File: config.mk
export PLATFORM = sky130hd
export DESIGN_NAME = oled_text_formatter_flat
export DESIGN_NICKNAME = d
export VERILOG_FILES = /design/src/rtl/oled_text_formatter_if.sv /design/src/rtl/oled_text_formatter.sv /design/src/flat_wrapper.sv
export SDC_FILE = /design/constraint.sdc
export NUM_CORES = 1
export LEC_CHECK = 0
export ABC_CLOCK_PERIOD_IN_PS = 3250
export CAP_MARGIN = 20
export CORE_ASPECT_RATIO = 0.7
export CORE_UTILIZATION = 30
export DETAILED_ROUTE_END_ITERATION = 8
export GPL_TIMING_DRIVEN = 0
export PLACE_DENSITY = 0.6
export SLEW_MARGIN = 20
export SYNTH_ARGS = -nofsm -noshare
export SYNTH_HDL_FRONTEND = slang
export SYNTH_SLANG_ARGS = --single-unit
File: constraint.sdc
create_clock -name clk -period 3.25 [get_ports clk]
set_input_delay 0.325 -clock clk [delete_from_list [all_inputs] [get_ports clk]]
set_output_delay 0.325 -clock clk [all_outputs]
set_load 0.01 [all_outputs]
File: src/rtl/oled_text_formatter_if.sv
// Character-write handshake between the text formatter (master) and the
// OLED character-buffer writer (slave).
//
// Handshake: the master raises char_valid with char_addr/char_data; a
// character transfers on every rising clk edge where char_valid and
// char_ready are both high. While char_valid is high and char_ready is low,
// the master holds char_addr/char_data stable. char_ready carries no meaning
// while char_valid is low.
interface oled_text_formatter_if #(
  parameter int ADDR_W = 6
);
  logic              char_valid;
  logic              char_ready;
  logic [ADDR_W-1:0] char_addr;
  logic [7:0]        char_data;

  modport master (
    output char_valid,
    output char_addr,
    output char_data,
    input  char_ready
  );

  modport slave (
    input  char_valid,
    input  char_addr,
    input  char_data,
    output char_ready
  );
endinterface

File: src/rtl/oled_text_formatter.sv
// oled_text_formatter: renders the opcode text word and the result data word
// as one 16-column text line ("OPCD 0xHHHHHHHH ") and streams it, one
// character per handshake, into the OLED character buffer. A new frame is
// sent after reset and whenever either input word differs from the snapshot
// of the last rendered frame.
//
// Build option: define OLED_LEADING_ZERO_BLANK_EN to render leading zero
// nibbles of the data word (columns 7..13) as spaces. Column 14 always shows
// a digit. Frame length and timing are the same in both builds.
module oled_text_formatter #(
  parameter int LINE_BASE = 0,
  parameter int ADDR_W    = 6
) (
  input  logic                  clk,
  input  logic                  rst,
  input  logic [31:0]           OLED_data,
  input  logic [31:0]           OLED_opcode_disp,
  oled_text_formatter_if.master char_if,
  output logic                  busy,
  output logic                  frame_done,
  output logic [1:0]            o_state_dbg
);

  typedef enum logic [1:0] {
    S_IDLE = 2'd0,
    S_SEND = 2'd1,
    S_DONE = 2'd2
  } state_t;

  state_t      r_state;
  logic [31:0] r_snap_op;
  logic [31:0] r_snap_data;
  logic [3:0]  r_col;
  logic        r_refresh_pending;
  logic        r_char_valid;
  logic        r_busy;
  logic        r_frame_done;

  state_t      w_state_nxt;
  logic [3:0]  w_col_nxt;
  logic        w_valid_nxt;
  logic        w_busy_nxt;
  logic        w_done_nxt;
  logic        w_pending_nxt;
  logic        w_capture;
  logic        w_change;

  logic [7:0]  w_char;
  logic [7:0]  w_byte;
  logic [2:0]  w_nib_idx;
  logic [3:0]  w_nib;
  logic        w_blank;
  logic [7:0]  w_lead_zero;

  // State, snapshot, column and registered handshake outputs.
  always_ff @(posedge clk) begin
    if (rst) begin
      r_state           <= S_IDLE;
      r_snap_op         <= 32'h0;
      r_snap_data       <= 32'h0;
      r_col             <= 4'd0;
      r_refresh_pending <= 1'b1;
      r_char_valid      <= 1'b0;
      r_busy            <= 1'b0;
      r_frame_done      <= 1'b0;
    end else begin
      r_state           <= w_state_nxt;
      r_col             <= w_col_nxt;
      r_refresh_pending <= w_pending_nxt;
      r_char_valid      <= w_valid_nxt;
      r_busy            <= w_busy_nxt;
      r_frame_done      <= w_done_nxt;
      if (w_capture) begin
        r_snap_op   <= OLED_opcode_disp;
        r_snap_data <= OLED_data;
      end
    end
  end

  // Next-state logic: start a frame on pending refresh or input change,
  // step columns on accepted characters, pulse frame_done after column 15.
  // DONE may start the next frame directly so frames are one cycle apart.
  always_comb begin
    w_state_nxt   = r_state;
    w_col_nxt     = r_col;
    w_valid_nxt   = r_char_valid;
    w_busy_nxt    = r_busy;
    w_done_nxt    = 1'b0;
    w_pending_nxt = r_refresh_pending;
    w_capture     = 1'b0;
    w_change      = r_refresh_pending ||
                    (OLED_data != r_snap_data) ||
                    (OLED_opcode_disp != r_snap_op);
    case (r_state)
      S_IDLE, S_DONE: begin
        if (w_change) begin
          w_capture     = 1'b1;
          w_pending_nxt = 1'b0;
          w_col_nxt     = 4'd0;
          w_valid_nxt   = 1'b1;
          w_busy_nxt    = 1'b1;
          w_state_nxt   = S_SEND;
        end else begin
          w_valid_nxt   = 1'b0;
          w_busy_nxt    = 1'b0;
          w_state_nxt   = S_IDLE;
        end
      end
      S_SEND: begin
        if (r_char_valid && char_if.char_ready) begin
          if (r_col != 4'd15) begin
            w_col_nxt = r_col + 4'd1;
          end else begin
            w_valid_nxt = 1'b0;
            w_done_nxt  = 1'b1;
            w_state_nxt = S_DONE;
          end
        end
      end
      default: begin
        w_valid_nxt = 1'b0;
        w_busy_nxt  = 1'b0;
        w_state_nxt = S_IDLE;
      end
    endcase
  end

  // Leading-zero run over the data nibbles, most significant first:
  // bit k is set when nibbles 0..k are all zero.
`ifdef OLED_LEADING_ZERO_BLANK_EN
  always_comb begin
    w_lead_zero[0] = (r_snap_data[31:28] == 4'h0);
    for (int k = 1; k < 8; k++) begin
      w_lead_zero[k] = w_lead_zero[k-1] && (r_snap_data[28-4*k +: 4] == 4'h0);
    end
  end
`else
  // Blanking disabled: no nibble is ever treated as a leading zero.
  always_comb begin
    w_lead_zero = 8'h00;
  end
`endif

  // Character for the current column, taken only from snapshot and column.
  always_comb begin
    w_byte    = 8'h00;
    w_nib_idx = 3'(r_col - 4'd7);
    w_nib     = r_snap_data[{3'd7 - w_nib_idx, 2'b00} +: 4];
    w_blank   = (w_nib_idx != 3'd7) && w_lead_zero[w_nib_idx];
    w_char    = 8'h20;
    case (r_col)
      4'd0, 4'd1, 4'd2, 4'd3: begin
        case (r_col[1:0])
          2'd0:    w_byte = r_snap_op[31:24];
          2'd1:    w_byte = r_snap_op[23:16];
          2'd2:    w_byte = r_snap_op[15:8];
          default: w_byte = r_snap_op[7:0];
        endcase
        w_char = (w_byte == 8'h00) ? 8'h20 : w_byte;
      end
      4'd5: w_char = 8'h30;
      4'd6: w_char = 8'h78;
      4'd7, 4'd8, 4'd9, 4'd10, 4'd11, 4'd12, 4'd13, 4'd14: begin
        if (w_blank) begin
          w_char = 8'h20;
        end else if (w_nib < 4'd10) begin
          w_char = 8'h30 + {4'h0, w_nib};
        end else begin
          w_char = 8'h37 + {4'h0, w_nib};
        end
      end
      default: w_char = 8'h20;
    endcase
  end

  assign char_if.char_valid = r_char_valid;
  assign char_if.char_addr  = ADDR_W'(LINE_BASE) + ADDR_W'(r_col);
  assign char_if.char_data  = w_char;
  assign busy               = r_busy;
  assign frame_done         = r_frame_done;
  assign o_state_dbg        = r_state;

endmodule
File: src/flat_wrapper.sv
// flat-port wrapper written by rule: the top's interface ports become plain ports
module oled_text_formatter_flat 
#(
  parameter int LINE_BASE = 0,
  parameter int ADDR_W    = 6
)
  (clk, rst, OLED_data, OLED_opcode_disp, busy, frame_done, o_state_dbg, char_if_char_valid, char_if_char_addr, char_if_char_data, char_if_char_ready);
  oled_text_formatter_if #(.ADDR_W(ADDR_W)) char_if_i ();
  input  logic clk;
  input  logic rst;
  input  logic [31:0] OLED_data;
  input  logic [31:0] OLED_opcode_disp;
  output logic busy;
  output logic frame_done;
  output logic [1:0] o_state_dbg;
  output wire logic [$bits(char_if_i.char_valid)-1:0] char_if_char_valid;
  output wire logic [$bits(char_if_i.char_addr)-1:0] char_if_char_addr;
  output wire logic [$bits(char_if_i.char_data)-1:0] char_if_char_data;
  input wire logic [$bits(char_if_i.char_ready)-1:0] char_if_char_ready;
  assign char_if_char_valid = char_if_i.char_valid;
  assign char_if_char_addr = char_if_i.char_addr;
  assign char_if_char_data = char_if_i.char_data;
  assign char_if_i.char_ready = char_if_char_ready;
  oled_text_formatter #(.LINE_BASE(LINE_BASE), .ADDR_W(ADDR_W)) u_core (.clk(clk), .rst(rst), .OLED_data(OLED_data), .OLED_opcode_disp(OLED_opcode_disp), .char_if(char_if_i), .busy(busy), .frame_done(frame_done), .o_state_dbg(o_state_dbg));
endmodule
# Word level (Yosys, flattened, before mapping)

Memory sizes are Yosys's and may differ from the RTL's.
Index checks and enable logic that the tools add are counted.

Flip-flop bits (word level): 74
Latch bits: 0
Memory bits (writable): 0
Memory bits (read-only): 8
Bits of input ports: 67
Output and inout port bits: 19
Word-level logic and storage cells: 82
Memories kept: 1

Memories:

| memory           | depth | bits a word | rd ports | clocked after memory_dff | write ports | line                       | text |
|---|---|---|---|---|---|---|---|
| (name not given) | 8     | 1           | 1        | 0                        | 0           | oled_text_formatter.sv:149 | `w_blank = (w_nib_idx != 3'd7) && w_lead_zero[w_nib_idx];` |

$add $sub $neg: 5
Multiply operators: 0
Divide/modulo/power cells: 0
Magnitude comparators: 2
Eq/ne operators: 25
Shift-type cells: 1
Muxes and demuxes: 22
Bitwise gates (word level): 2
Reduce and logical (&&, ||, !) cells: 16

Operator list:

| cell                                                                  | count |
|---|---|
| 32-bit != test                                                        | 2 |
| 8-bit 2-to-1 mux                                                      | 4 |
| 8-bit one-hot mux with 4 select lines                                 | 1 |
| 32-bit by 6-bit variable part select with 4-bit output                | 1 |
| 4-bit equality test, second input constant                            | 7 |
| 8-bit one-hot mux with 3 select lines                                 | 1 |
| 6-bit by 4-bit adder with 7-bit output, first input constant          | 2 |
| 4-bit by 3-bit equality test with 1-bit output, second input constant | 3 |
| 4-bit 2-to-1 mux                                                      | 3 |
| 4-bit by 2-bit equality test with 1-bit output, second input constant | 2 |
| 8-bit logical NOT                                                     | 1 |
| 4-bit one-hot mux with 2 select lines                                 | 1 |
| 8-bit OR reduction                                                    | 1 |
| 1-bit 2-to-1 mux                                                      | 7 |
| 2-bit by 1-bit != test with 1-bit output, second input constant       | 3 |
| 4-bit by 1-bit adder with 4-bit output, second input constant         | 1 |
| 2-bit by 1-bit equality test with 1-bit output, second input constant | 2 |
| 2-bit equality test, second input constant                            | 2 |
| 4-bit by 1-bit equality test with 1-bit output, second input constant | 1 |
| 2-bit logical NOT                                                     | 2 |
| 4-bit logical NOT                                                     | 1 |
| 3-bit by 4-bit < comparator with 1-bit output, second input constant  | 1 |
| 4-bit < comparator, second input constant                             | 1 |
| 2-bit 2-to-1 mux                                                      | 2 |
| 16 further kinds                                                      | 21 |

# Longest topological paths before layout

Depth in word-level cells: 7
Mapped depth: 11
Depth with buffers taken out: 9

# Worst setup path after synthesis

No wires, ideal clock.

Path type: register -> output
From: reg u_core.r_col[0]
To: out char_if_char_data[1]
Arrival time: 2.659 ns
Required time: 2.925 ns
Setup slack: 0.266 ns
Cell stages (with the launch flop): 10
Buffers on the path: 2
Cell sequence: dfxtp_1 -> buf_6 -> inv_1 -> ha_1 -> clkbuf_1 -> mux4_2 -> mux2i_1 -> ha_1 -> mux2_2 -> o22ai_1

Word-level cells in the longest chain between the ends: 7
Elaborated cells on any way between the ends: 36
Those cells by class: add/sub (4); order compare (1); eq/ne (16); shift (1); mux (7); reduce/logical (6); memory (1)

Ends and longest elaborated chain:

| element                                                        | line                       | text |
|---|---|---|
| start: declaration                                             | oled_text_formatter.sv:33  | `logic [3:0] r_col;` |
| start signal: assignment                                       | oled_text_formatter.sv:68  | `r_col <= w_col_nxt;` |
| 3-bit subtractor                                               | oled_text_formatter.sv:147 | `w_nib_idx = 3'(r_col - 4'd7);` |
| 3-bit subtractor                                               | oled_text_formatter.sv:148 | `w_nib = r_snap_data[{3'd7 - w_nib_idx, 2'b00} +: 4];` |
| 32-bit by 6-bit variable part select with 4-bit output         | oled_text_formatter.sv:148 |  |
| 6-bit by 4-bit adder with 7-bit output (tied with other cells) | oled_text_formatter.sv:169 | `w_char = 8'h37 + {4'h0, w_nib};` |
| 8-bit 2-to-1 mux                                               | oled_text_formatter.sv:166 | `end else if (w_nib < 4'd10) begin` |
| 8-bit 2-to-1 mux                                               | oled_text_formatter.sv:164 | `if (w_blank) begin` |
| 8-bit one-hot mux with 4 select lines *                        | oled_text_formatter.sv:151 | `case (r_col)` |
| end: declaration                                               | flat_wrapper.sv:18         | `output wire logic [$bits(char_if_i.char_data)-1:0] char_if_char_data;` |

Mark *: on every way between the ends. The rest lies on a longest branch, timed or not. The select of a mux whose other input is x is not followed.

# Worst setup path in the final report

Same ends and word-level chain as after synthesis.

==> flow_metrics.env <==
export IMPL_r2r_slack_ns=0.49
export IMPL_timing_rr_end="u_core.r_snap_op[8]"
export IMPL_synth_cells=804
export IMPL_wl_microns=24100
export IMPL_final_nets=977
export IMPL_yosys_top_cells_count="nand2_1, dfxtp_1, nor2_1"
export IMPL_vias_per_cell=5.65
export IMPL_synth_edff_count=0
export IMPL_yosysWarnings=0
export IMPL_synthFlopType="dfxtp_1"
export IMPL_synth_most_common_cell="nand2_1"
export IMPL_fin_crit_sh_pct=99.1
export IMPL_dp_cells=1157
export IMPL_drt_iter0_markers=1068
export IMPL_yosys_mux_area_fraction_pct=3.85
export IMPL_min_delay_start="u_core.busy"
export IMPL_synth_top_cell_area_share_pct=24.2
export IMPL_syn_area_per_cell_sq_um=7.61
export IMPL_synth_compound_area_share_pct=10.6
export IMPL_cts_tree="built"
export IMPL_min_to="u_core.busy"
export IMPL_dr_pass1_iters=8
export IMPL_gp_congestion=0.928
export IMPL_cpPeakStageDelay_ns=0.38
export IMPL_core_area_sq_um=19900
export IMPL_hp_class="flip-flop to flip-flop"
export IMPL_crit_buf_inv=4
export IMPL_synth_top_family_by_area="simple AND/OR/NAND/NOR gates"
export IMPL_io_buffers=82
export IMPL_grt_max_degree=13
export IMPL_ir_drop_uv=211
export IMPL_cp_common_cell="ha_4"
export IMPL_maxCapViolations=0
export IMPL_dpl_hpwl_microns=17400
export IMPL_cts_max_path_buffers=2
export IMPL_p_leak_nw=2.90
export IMPL_status="finished clean"
export IMPL_drtAntennaViolNets=0
export IMPL_vias=6662
export IMPL_timing_hold_ws_ns=0.482
export IMPL_yosys_area_share_simple_pct=43.5
export IMPL_synth_xor_area_share_pct=8.74
export IMPL_synth_top_area_cell="dfxtp_1"
export IMPL_overflow=0
export IMPL_relSlewSlack_pct=54.8
export IMPL_crit_chain="buf_12, inv_1, ha_4, buf_4, mux4_2, mux2i_4, ha_4, mux2_2, o22ai_4, buf_2"
export IMPL_synth_area_sq_um=6120
export IMPL_ys_top_cells_by_area="dfxtp_1, nand4b_1, xor2_1"
export IMPL_cts_hold_buf=0
export IMPL_setup_violations_final=0
export IMPL_clock_sinks=74
export IMPL_ios=86
export IMPL_synth_seq_area_share_pct=24.2
export IMPL_crit_path_start_kind="flip-flop"
export IMPL_crit_slowest_cell="dfxtp_4"
export IMPL_area_growth_pct=27.8
export IMPL_slew_viol_final=0
export IMPL_ys_ff_latch=74
export IMPL_clk_pin_slew_ns=0.06
export IMPL_post_route_util_pct=39.3
export IMPL_num_rows=43
export IMPL_async_reset_ff_share_pct=0
export IMPL_die_area_sq_um=21000
export IMPL_fin_worst_skew_ns=0.00518
export IMPL_whs_path_depth=2
export IMPL_tns_ns=0
export IMPL_avgRoutedWirePerCell_microns=20.4
export IMPL_stdcell_count=1180
export IMPL_cp_top_family="multiplexers"
export IMPL_antenna_cells=0
export IMPL_cp_max_fo=4
export IMPL_die_w_microns=173
export IMPL_clock_root_buffer="clkbuf_16"
export IMPL_drive_gt1_share_pct=10.5
export IMPL_cts_made_buffers=9
export IMPL_htreeDepth=3
export IMPL_track_usage_pct=23.0
export IMPL_grt_pass1_wl_microns=36700
export IMPL_drc=0
export IMPL_finalPower_w=0.00345
export IMPL_fmax_mhz=310
export IMPL_required_ns=2.92
export IMPL_antenna_found_initial=0
export IMPL_worst_pin_slew_ns=0.674
export IMPL_hold_viol=0
export IMPL_first_global_vias=6100
export IMPL_arrival_ns=2.90
export IMPL_clk_latency_ns=0.35
export IMPL_yosys_area_share_adder_pct=1.02
export IMPL_reg2regPathDepth=9
export IMPL_worst_setup_path_type="flip-flop to output pin"
export IMPL_crit_path_end_kind="output pin"
export IMPL_die_y_microns=121
export IMPL_start_util_pct=30.7
export IMPL_period_minus_slack_ns=3.22
export IMPL_reg2reg_from="u_core.r_snap_data[14]"
export IMPL_netlist_cell_type_count=54
export IMPL_p_per_area_nw_per_um2=441
[registers in the layout (all words and copies together), names as in the netlist]
signal,count
u_core.frame_done,1
u_core.o_state_dbg,2
u_core.r_col,4
u_core.r_refresh_pending,1
u_core.r_snap_op,32
u_core.busy,1
u_core.r_snap_data,32
u_core.char_if.char_valid,1
[worst max path at each step]
| stage | cells after the start | start | endpoint | slack, ns |
|---|---|---|---|---|
| floorplan | 9 | u_core.r_col[0] | char_if_char_data[1] | 0.27 |
| global placement | 10 | u_core.r_col[0] | char_if_char_data[1] | -0.90 |
| detailed placement | 10 | u_core.r_col[0] | char_if_char_data[1] | -0.97 |
| CTS | 12 | u_core.r_col[0] | char_if_char_data[2] | -0.02 |
| global route | 10 | u_core.r_col[0] | char_if_char_data[1] | -0.02 |
| finish | 10 | u_core.r_col[0] | char_if_char_data[1] | 0.03 |
[cells by family after synthesis]
logic type               Yosys count
AO/OA/AOI/OAI                    108
XOR/XNOR                          61
adder cells (fa/ha/maj)            5
buffers and inverters             87
flip-flops                        74
multiplexers                      13
other                              1
AND/OR/NAND/NOR                  455
[power by group]
| part | total, W | switching (W) | internal, W |
|---|---|---|---|
| clock | 0.00118 | 0.000442 | 0.000735 |
| combinational | 0.00103 | 0.000580 | 0.000452 |
| sequential | 0.00124 | 0.000202 | 0.00104 |
| total | 0.00345 | 0.00122 | 0.00223 |
[layer usage]
| metal | GRT usage (%) | part of all wire (%) |
|---|---|---|
| met2 | 31.3 | 39 |
| met1 | 35.7 | 48 |
| met5 | 0 | 0 |
| met3 | 5.04 | 11 |
| met4 | 5.14 | 1.4 |
[tightest hold or removal path: cells and delay by family (launching register included)]
family | cells | cell delay (ns)
DFF | 1 | 0.33
and+or+nand+nor | 1 | 0.06
AOI/OAI and AO/OA | 1 | 0.05
[placed cells by master (no fill, tap or decap), types with 3 or more instances in the layout]
cell and n:
mux2i_4 3, nand4_1 6, nand2_1 75, nand3_1 66, buf_2 16, xor2_1 55, o21ai_0 8, or4_1 3
nor3_2 3, xnor2_1 5, nor2_1 74, buf_1 5, a222oi_1 8, nand2b_1 63, nor4_1 11, nor3_1 13
nor2b_1 6, mux4_2 8, ha_1 3, nor4b_1 4, nor3b_1 58, clkbuf_1 37, dfxtp_1 72, clkbuf_8 15
a21oi_1 69, inv_1 11, o22ai_1 3, nand4b_1 62, clkbuf_16 9, buf_4 11, clkdlybuf4s50_1 75
[area by class of cell]
| class | instances | area (sq um) |
|---|---|---|
| buffer | 74 | 455 |
| clock buffer | 12 | 267 |
| clock inverter | 4 | 72.6 |
| fill | 2030 | 12100 |
| inverter | 11 | 41.3 |
| multi-input combinational | 644 | 4280 |
| sequential | 74 | 1490 |
| tap | 270 | 338 |
| timing repair buffer | 91 | 873 |
[through the flow]
stage,area (sq um),setup slack [ns]
final,7820,0.0283
after global routing,7820,-0.0158
after CTS,7780,-0.0196
after detailed placement,7280,-0.973
after global placement,7280,-0.903
after floorplan,6120,0.266
[repair_timing]
| item | 4_1_cts | 5_1_grt |
|---|---|---|
| endpoints found under the hold margin | 0 | 0 |
| endpoints found under the setup margin | 7 | 5 |
| buffers inserted | 6 | 3 |
| pin swaps | 3 | 1 |
| resized for setup | 36 | 13 |
Power figures use the tool's default switching activity.
